`config.mk`:
```
export PLATFORM = sky130hd
export DESIGN_NAME = ddr3_port_arbiter
export DESIGN_NICKNAME = d
export VERILOG_FILES = /design/src/rtl/ddr3_port_arbiter.sv
export SDC_FILE = /design/constraint.sdc
export NUM_CORES = 1
export LEC_CHECK = 0
export BUFFER_PORTS_ARGS = -buffer_cell sky130_fd_sc_hd__buf_4
export CAP_MARGIN = 20
export CORE_AREA = 2 2 357 359
export CTS_BUF_LIST = sky130_fd_sc_hd__clkbuf_8
export DETAILED_ROUTE_END_ITERATION = 8
export DIE_AREA = 0 0 359 361
export MAX_ROUTING_LAYER = met4
export PLACE_DENSITY = 0.45
export REMOVE_ABC_BUFFERS = 1
export SLEW_MARGIN = 5
export SYNTH_ARGS = -nofsm -noshare
export SYNTH_HDL_FRONTEND = slang
export SYNTH_SLANG_ARGS = --single-unit
```
`constraint.sdc`:
```
create_clock -name clk -period 2 [get_ports clk]
set_input_delay 0.4 -clock clk [delete_from_list [all_inputs] [get_ports clk]]
set_output_delay 0.4 -clock clk [all_outputs]
set_load 0.01 [all_outputs]
```
`src/rtl/ddr3_port_arbiter.sv`:
```
// ---------------------------------------------------------------------------
// ddr3_port_arbiter
//
// Shares one DDR3 controller request interface between two requesters.
// Port 0 is the CPU-bus bridge side, port 1 the secondary master (video/DMA).
// A winning request is registered onto the dram_* outputs and held there
// until the controller accepts it. The issuing port of every accepted read is
// pushed into a small FIFO so in-order read returns are steered back to the
// port that asked for them.
//
// Handshake rules (all valid/ready pairs on this block):
//   A transfer happens on a rising clk edge where valid && ready are both 1.
//   Requester side: pX_valid is held with stable payload until pX_ready is
//   seen. pX_ready is a one-cycle pulse marking capture of the request. If
//   pX_valid is still high in the following cycle, that is a new request.
//   Controller side: dram_valid and the dram_* payload stay stable until
//   dram_ready is seen high.
//
// Build option:
//   DDR3_PORT_ARBITER_FIXED_PRIORITY_EN defined   : port 0 wins every contest.
//   DDR3_PORT_ARBITER_FIXED_PRIORITY_EN undefined : round-robin (default).
//
// Ports:
//   clk, reset               clock, synchronous active-high reset
//   pX_address/write/valid   request from port X (X = 0, 1)
//   pX_wdata/wdata_mask      write payload from port X
//   pX_ready                 request captured (one-cycle pulse)
//   pX_rdata/rdata_valid     routed read return to port X
//   dram_*                   controller request / read-return interface
//   o_dbg_state              FSM state (0 = IDLE, 1 = ISSUE)
//   o_dbg_fifo_count         number of outstanding reads being tracked
// ---------------------------------------------------------------------------
module ddr3_port_arbiter #(
    parameter int RD_FIFO_DEPTH = 4,
    parameter int RD_FIFO_BITS  = 2
) (
    input  logic                    clk,
    input  logic                    reset,
    input  logic [26:0]             p0_address,
    input  logic                    p0_write,
    input  logic                    p0_valid,
    output logic                    p0_ready,
    input  logic [127:0]            p0_wdata,
    input  logic [15:0]             p0_wdata_mask,
    output logic [127:0]            p0_rdata,
    output logic                    p0_rdata_valid,
    input  logic [26:0]             p1_address,
    input  logic                    p1_write,
    input  logic                    p1_valid,
    output logic                    p1_ready,
    input  logic [127:0]            p1_wdata,
    input  logic [15:0]             p1_wdata_mask,
    output logic [127:0]            p1_rdata,
    output logic                    p1_rdata_valid,
    output logic [26:0]             dram_address,
    output logic                    dram_write,
    output logic                    dram_valid,
    input  logic                    dram_ready,
    output logic [127:0]            dram_wdata,
    output logic [15:0]             dram_wdata_mask,
    input  logic [127:0]            dram_rdata,
    input  logic                    dram_rdata_valid,
    output logic                    o_dbg_state,
    output logic [RD_FIFO_BITS:0]   o_dbg_fifo_count
);

    typedef enum logic {
        S_IDLE  = 1'b0,
        S_ISSUE = 1'b1
    } state_t;

    localparam logic [RD_FIFO_BITS:0]   LP_DEPTH   = (RD_FIFO_BITS+1)'(RD_FIFO_DEPTH);
    localparam logic [RD_FIFO_BITS:0]   LP_CNT_ONE = (RD_FIFO_BITS+1)'(1);
    localparam logic [RD_FIFO_BITS-1:0] LP_PTR_ONE = RD_FIFO_BITS'(1);

    state_t                  r_state;
    state_t                  w_next_state;
`ifndef DDR3_PORT_ARBITER_FIXED_PRIORITY_EN
    logic                    r_last_grant;
`endif
    logic                    r_grant_port;
    logic [26:0]             r_dram_address;
    logic                    r_dram_write;
    logic                    r_dram_valid;
    logic [127:0]            r_dram_wdata;
    logic [15:0]             r_dram_wdata_mask;
    logic                    r_p0_ready;
    logic                    r_p1_ready;
    logic [127:0]            r_p0_rdata;
    logic [127:0]            r_p1_rdata;
    logic                    r_p0_rdata_valid;
    logic                    r_p1_rdata_valid;

    // Read-owner FIFO: one bit per outstanding read, holding the port id.
    logic                    r_fifo [RD_FIFO_DEPTH];
    logic [RD_FIFO_BITS-1:0] r_wr_ptr;
    logic [RD_FIFO_BITS-1:0] r_rd_ptr;
    logic [RD_FIFO_BITS:0]   r_fifo_count;

    logic                    w_fifo_full;
    logic                    w_p0_elig;
    logic                    w_p1_elig;
    logic                    w_grant;
    logic                    w_grant_port;
    logic                    w_accept;
    logic                    w_push;
    logic                    w_pop;

    // ---------------- FSM: state register ----------------
    always_ff @(posedge clk) begin
        if (reset) r_state <= S_IDLE;
        else       r_state <= w_next_state;
    end

    // ---------------- FSM: next state and grant decision ----------------
    always_comb begin
        w_next_state = r_state;
        w_grant      = 1'b0;
        w_grant_port = 1'b0;
        w_accept     = 1'b0;
        // A full FIFO only holds back reads; writes on either port still go.
        w_fifo_full  = (r_fifo_count == LP_DEPTH);
        w_p0_elig    = p0_valid && (p0_write || !w_fifo_full);
        w_p1_elig    = p1_valid && (p1_write || !w_fifo_full);
        case (r_state)
            S_IDLE: begin
                if (w_p0_elig && w_p1_elig) begin
                    w_grant = 1'b1;
`ifdef DDR3_PORT_ARBITER_FIXED_PRIORITY_EN
                    w_grant_port = 1'b0;
`else
                    w_grant_port = ~r_last_grant;
`endif
                end else if (w_p0_elig) begin
                    w_grant      = 1'b1;
                    w_grant_port = 1'b0;
                end else if (w_p1_elig) begin
                    w_grant      = 1'b1;
                    w_grant_port = 1'b1;
                end
                if (w_grant) w_next_state = S_ISSUE;
            end
            S_ISSUE: begin
                w_accept = r_dram_valid && dram_ready;
                if (w_accept) w_next_state = S_IDLE;
            end
            default: w_next_state = S_IDLE;
        endcase
        w_push = w_accept && !r_dram_write;
        // A return with nothing outstanding is an orphan and is dropped.
        w_pop  = dram_rdata_valid && (r_fifo_count != '0);
    end

    // ---------------- Command, response and FIFO pointer registers ----------------
    always_ff @(posedge clk) begin
        if (reset) begin
`ifndef DDR3_PORT_ARBITER_FIXED_PRIORITY_EN
            r_last_grant      <= 1'b1;
`endif
            r_grant_port      <= 1'b0;
            r_dram_address    <= '0;
            r_dram_write      <= 1'b0;
            r_dram_valid      <= 1'b0;
            r_dram_wdata      <= '0;
            r_dram_wdata_mask <= '0;
            r_p0_ready        <= 1'b0;
            r_p1_ready        <= 1'b0;
            r_p0_rdata        <= '0;
            r_p1_rdata        <= '0;
            r_p0_rdata_valid  <= 1'b0;
            r_p1_rdata_valid  <= 1'b0;
            r_wr_ptr          <= '0;
            r_rd_ptr          <= '0;
            r_fifo_count      <= '0;
        end else begin
            r_p0_ready       <= 1'b0;
            r_p1_ready       <= 1'b0;
            r_p0_rdata_valid <= 1'b0;
            r_p1_rdata_valid <= 1'b0;

            if (w_grant) begin
                r_dram_address    <= w_grant_port ? p1_address    : p0_address;
                r_dram_write      <= w_grant_port ? p1_write      : p0_write;
                r_dram_wdata      <= w_grant_port ? p1_wdata      : p0_wdata;
                r_dram_wdata_mask <= w_grant_port ? p1_wdata_mask : p0_wdata_mask;
                r_dram_valid      <= 1'b1;
                r_p0_ready        <= ~w_grant_port;
                r_p1_ready        <= w_grant_port;
                r_grant_port      <= w_grant_port;
`ifndef DDR3_PORT_ARBITER_FIXED_PRIORITY_EN
                r_last_grant      <= w_grant_port;
`endif
            end

            if (w_accept) begin
                r_dram_valid <= 1'b0;
                r_dram_write <= 1'b0;
            end

            if (w_push) r_wr_ptr <= r_wr_ptr + LP_PTR_ONE;

            if (w_pop) begin
                r_rd_ptr <= r_rd_ptr + LP_PTR_ONE;
                if (r_fifo[r_rd_ptr]) begin
                    r_p1_rdata       <= dram_rdata;
                    r_p1_rdata_valid <= 1'b1;
                end else begin
                    r_p0_rdata       <= dram_rdata;
                    r_p0_rdata_valid <= 1'b1;
                end
            end

            // Simultaneous push and pop leaves the count unchanged.
            if (w_push && !w_pop)      r_fifo_count <= r_fifo_count + LP_CNT_ONE;
            else if (w_pop && !w_push) r_fifo_count <= r_fifo_count - LP_CNT_ONE;
        end
    end

    // FIFO storage needs no reset: entries are only read below the count.
    always_ff @(posedge clk) begin
        if (w_push) r_fifo[r_wr_ptr] <= r_grant_port;
    end

    assign p0_ready         = r_p0_ready;
    assign p1_ready         = r_p1_ready;
    assign p0_rdata         = r_p0_rdata;
    assign p1_rdata         = r_p1_rdata;
    assign p0_rdata_valid   = r_p0_rdata_valid;
    assign p1_rdata_valid   = r_p1_rdata_valid;
    assign dram_address     = r_dram_address;
    assign dram_write       = r_dram_write;
    assign dram_valid       = r_dram_valid;
    assign dram_wdata       = r_dram_wdata;
    assign dram_wdata_mask  = r_dram_wdata_mask;
    assign o_dbg_state      = r_state;
    assign o_dbg_fifo_count = r_fifo_count;

endmodule
```
==> qor.yml <==
synthesis:
  synth_mux_area_share_pct: 0.249
  synth_top_family_by_area: "compound AO/OA/AOI/OAI gates"
  post-synth-top-area-fraction_pct: 52.2
  syn-cell-area_um2: 17100
  synth_warnings: 0
  yosysSeqAreaShare_pct: 52.9
  synth-compound-area-share_pct: 21.3
  synthDistinctLibCells: 36
  syn_avg_cell_area_um2: 7.91
  synth.largest_area_cell: "dfxtp_1"
  synth_fa_ha_area_share_pct: 0.484
  yosys.area_share.simple_pct: 20.0
  syn_inst: 2155
  synth_xor_area_share_pct: 0.257
  netlist_top_cells_area: "dfxtp_1, nand2_1, a21oi_1"
  synth_seq_cells: 449
clock_tree:
  clock_path_buffers: 3
  clkLatencyLatePin_ps: 780
  h-tree-depth: 3
  cts_tree: "built"
  clock_sinks: 449
  cts_root_buffer: "clkbuf_8"
  cts-buffers-inserted: 89
  clk_pin_slew_ps: 60
run_status:
  violations: "negative setup slack"
  outcome: "finished, violations left"
worst_hold_path:
  hold_path.class: "in -> reg"
setup_path:
  crit_end: "dram_wdata[109]"
  max_stage_delay_ps: 540
  arrival_ps: 2980
  critPathLaunchType: "flop"
  r2r_end: "dram_wdata[109]"
  reg2reg_from: "o_dbg_fifo_count[1]"
  endpoint_kind: "flop"
  startpoint: "o_dbg_fifo_count[1]"
  cp_num_cells: 8
  r2r_slack_ps: -270
  crit_path_frequent_cell: "buf_12"
  path_cells: "or4b_4 -> a311oi_4 -> buf_12 -> buf_12 -> buf_16 -> buf_12 -> a21oi_2 -> a211oi_2"
  r2r_cells: 8
  cp_slowest_cell: "or4b_4"
  path_delay_family: "buffers and inverters"
  critical_path_buf_inv_count: 4
  critPathKind: "reg -> reg"
  cp_data_required_time_ps: 2700
  critical_path.max_fanout: 8
floorplanning:
  row_count: 130
  die_y_um: 361
  start_util_pct: 13.6
  ios: 915
  core_area_um2: 125000
  die-area_um2: 130000
  die_w_um: 359
timing:
  fmax_ghz: 0.440
  rsz0062_at_grt: "yes"
  max-slew-margin-rel_pct: 54.0
  clock_skew_ps: 39.8
  min_period_ps: 2270
  finalWorstSetupSlack_ps: -273
  finalSetupViolations: 218
  fin_setup_tns_ps: -33130
  worstMarginPinSlew_ps: 690
  hold_viol_final: 0
  drv_slew: 0
  fin_crit_sh_pct: 114
global_routing:
  grt_pass1_wl_um: 153000
  grt_max_degree: 99
  overflow: 0
  grt_pass1_vias: 21900
  grt_usage_pct: 16.7
  antenna_found_initial: 27
route:
  drc: 0
  viasPerCell: 4.05
  antenna_left: 0
  vias: 21900
  drt_iter0_markers: 1386
  drt_pass1_iterations: 5
  routedWlPerCell_um: 21.7
  routed_wirelength_um: 118000
layout:
  area_delta_synth_final_pct: 115
  final_nets: 4157
  stdcell_count: 5415
  drive_above_1_share_pct: 41.0
  multi_input_area_um2: 8470
  layout_commonest_cell: "buf_4"
  final_cell_mix: "buf_4, nand2_1, dlygate4sd3_1"
  seq_area_um2: 9040
  nFillCells: 13400
  final_cell_area_um2: 36600
place:
  port_buffers: 914
  placed_area_um2: 26900
  gp_congestion: 0.839
  hpwl_um: 82000
  post-place-ws_ps: -442
  dp.cells: 4677
job:
  cap_violations: 0
power_and_ir_drop:
  sw_frac_of_total_pct: 36.4
  power_switching_w: 0.0136
  power_density_nw_per_um2: 1020
  p_int_w: 0.0238
  power_frac_clock_pct: 27.3
  comb_power_share_pct: 41.5
  pwr-share-seq_pct: 31.2
  total_leakage_power_nw: 15.6
  ir_drop_v: 0.000523
## area by class of cell
type / count / area share [%]
repair buffers: 1608 / 41.2
flip-flops and latches: 449 / 24.7
multi-input cells: 1521 / 23.1
well taps: 1650 / 5.64
clock buffers: 104 / 3.91
clock inverters: 54 / 1.20
diodes: 25 / 0.171
inverters: 4 / 0.0410
## synthesized netlist by cell type
master and number:
o211ai_1 1, dfxtp_1 445, or4b_1 1, nor4b_1 2, buf_2 62, nand2b_1 5
fa_1 1, or3_1 1, o31ai_1 1, buf_4 9, nor2_1 188, edfxtp_1 4
a211oi_1 152, xnor2_1 3, or4b_2 1, a211oi_2 20, nor3_1 1, o22ai_1 1
a21oi_1 431, nor2b_1 3, a311oi_2 1, nand2_1 685, xor2_1 2, or2_1 1
and2_1 4, buf_1 2, ha_1 5, nand3_1 2, a221oi_1 1, mux4_2 1
o21ai_0 3, a2bb2oi_2 1, clkbuf_1 108, inv_1 4, a211o_1 1, mux2i_1 2
## sequential cells by signal, summed over array words and instances, names as in the netlist, named ones only
register / count
r_rd_ptr: 2
dram_valid: 1
r_grant_port: 1
p0_rdata: 128
p1_rdata: 128
p1_ready: 1
o_dbg_fifo_count: 3
p1_rdata_valid: 1
dram_wdata_mask: 16
dram_address: 27
r_fifo: 4
dram_write: 1
o_dbg_state: 1
dram_wdata: 128
r_wr_ptr: 2
p0_rdata_valid: 1
p0_ready: 1
r_last_grant: 1
## metrics by stage
step / power (W) / hold slack (ps) / utilization (%)
finish: 0.0374 / 181 / 29.2
detailed placement: 0.0235 / 447 / 21.4
floorplan: 0.0165 / 460 / -
global route: 0.0394 / 154 / 29.2
global placement: 0.0234 / 443 / 21.4
CTS: 0.0355 / 17.5 / 27.3
## worst min path at each step
stage                  startpoint             to  depth (start not counted)
floorplan            r_grant_port      r_fifo[0]                          0
global placement    p1_rdata[113]  p1_rdata[113]                          2
detailed placement    p0_rdata[4]    p0_rdata[4]                          2
CTS                      p1_valid     dram_write                          4
global route             p1_valid     dram_write                          4
finish                   p1_valid     dram_write                          4
## power by group through the flow
stage | clock, W | combinational (W) | sequential, W
after floorplan | 0 | 0.00437 | 0.0121
after global placement | 0 | 0.0116 | 0.0118
after detailed placement | 0 | 0.0117 | 0.0118
after CTS | 0.0106 | 0.0133 | 0.0116
after global routing | 0.0109 | 0.0166 | 0.0118
final | 0.0102 | 0.0155 | 0.0117
## what timing repair did
item / 4_1_cts / 5_1_grt
buffers inserted: 21 / 20
resized for setup: 83 / 305
endpoints found under the setup margin: 252 / 378
cloned: 8 / 34
hold buffers: 476 / 0
endpoints found under the hold margin: 429 / 0
pin swaps: 28 / 173
## worst reg2reg max path: stages, from the launching register on
cell	delay (ps)
dfxtp_2	340
or4b_4	540
a311oi_4	350
buf_12	190
buf_12	140
buf_16	180
buf_12	160
a21oi_2	70
a211oi_2	220
## cell families (layout without fill, tap and decap cells)
logic type / count (synthesis) / count (layout)
adders and majority gates: 6 / 6
other: 0 / 25
and+or+nand+nor: 894 / 894
DFF: 449 / 449
AOI/OAI and AO/OA: 613 / 613
muxes: 3 / 3
buffers and inverters: 185 / 1770
xor gates and xnor gates: 5 / 5
## layer usage
layer,share of wire (%),track usage [%]
met1,38,17.7
met2,49,26.9
met3,9.3,7.04
met4,4.1,7.81
met5,0,-
Note: power is estimated with default switching activity, not from simulation.
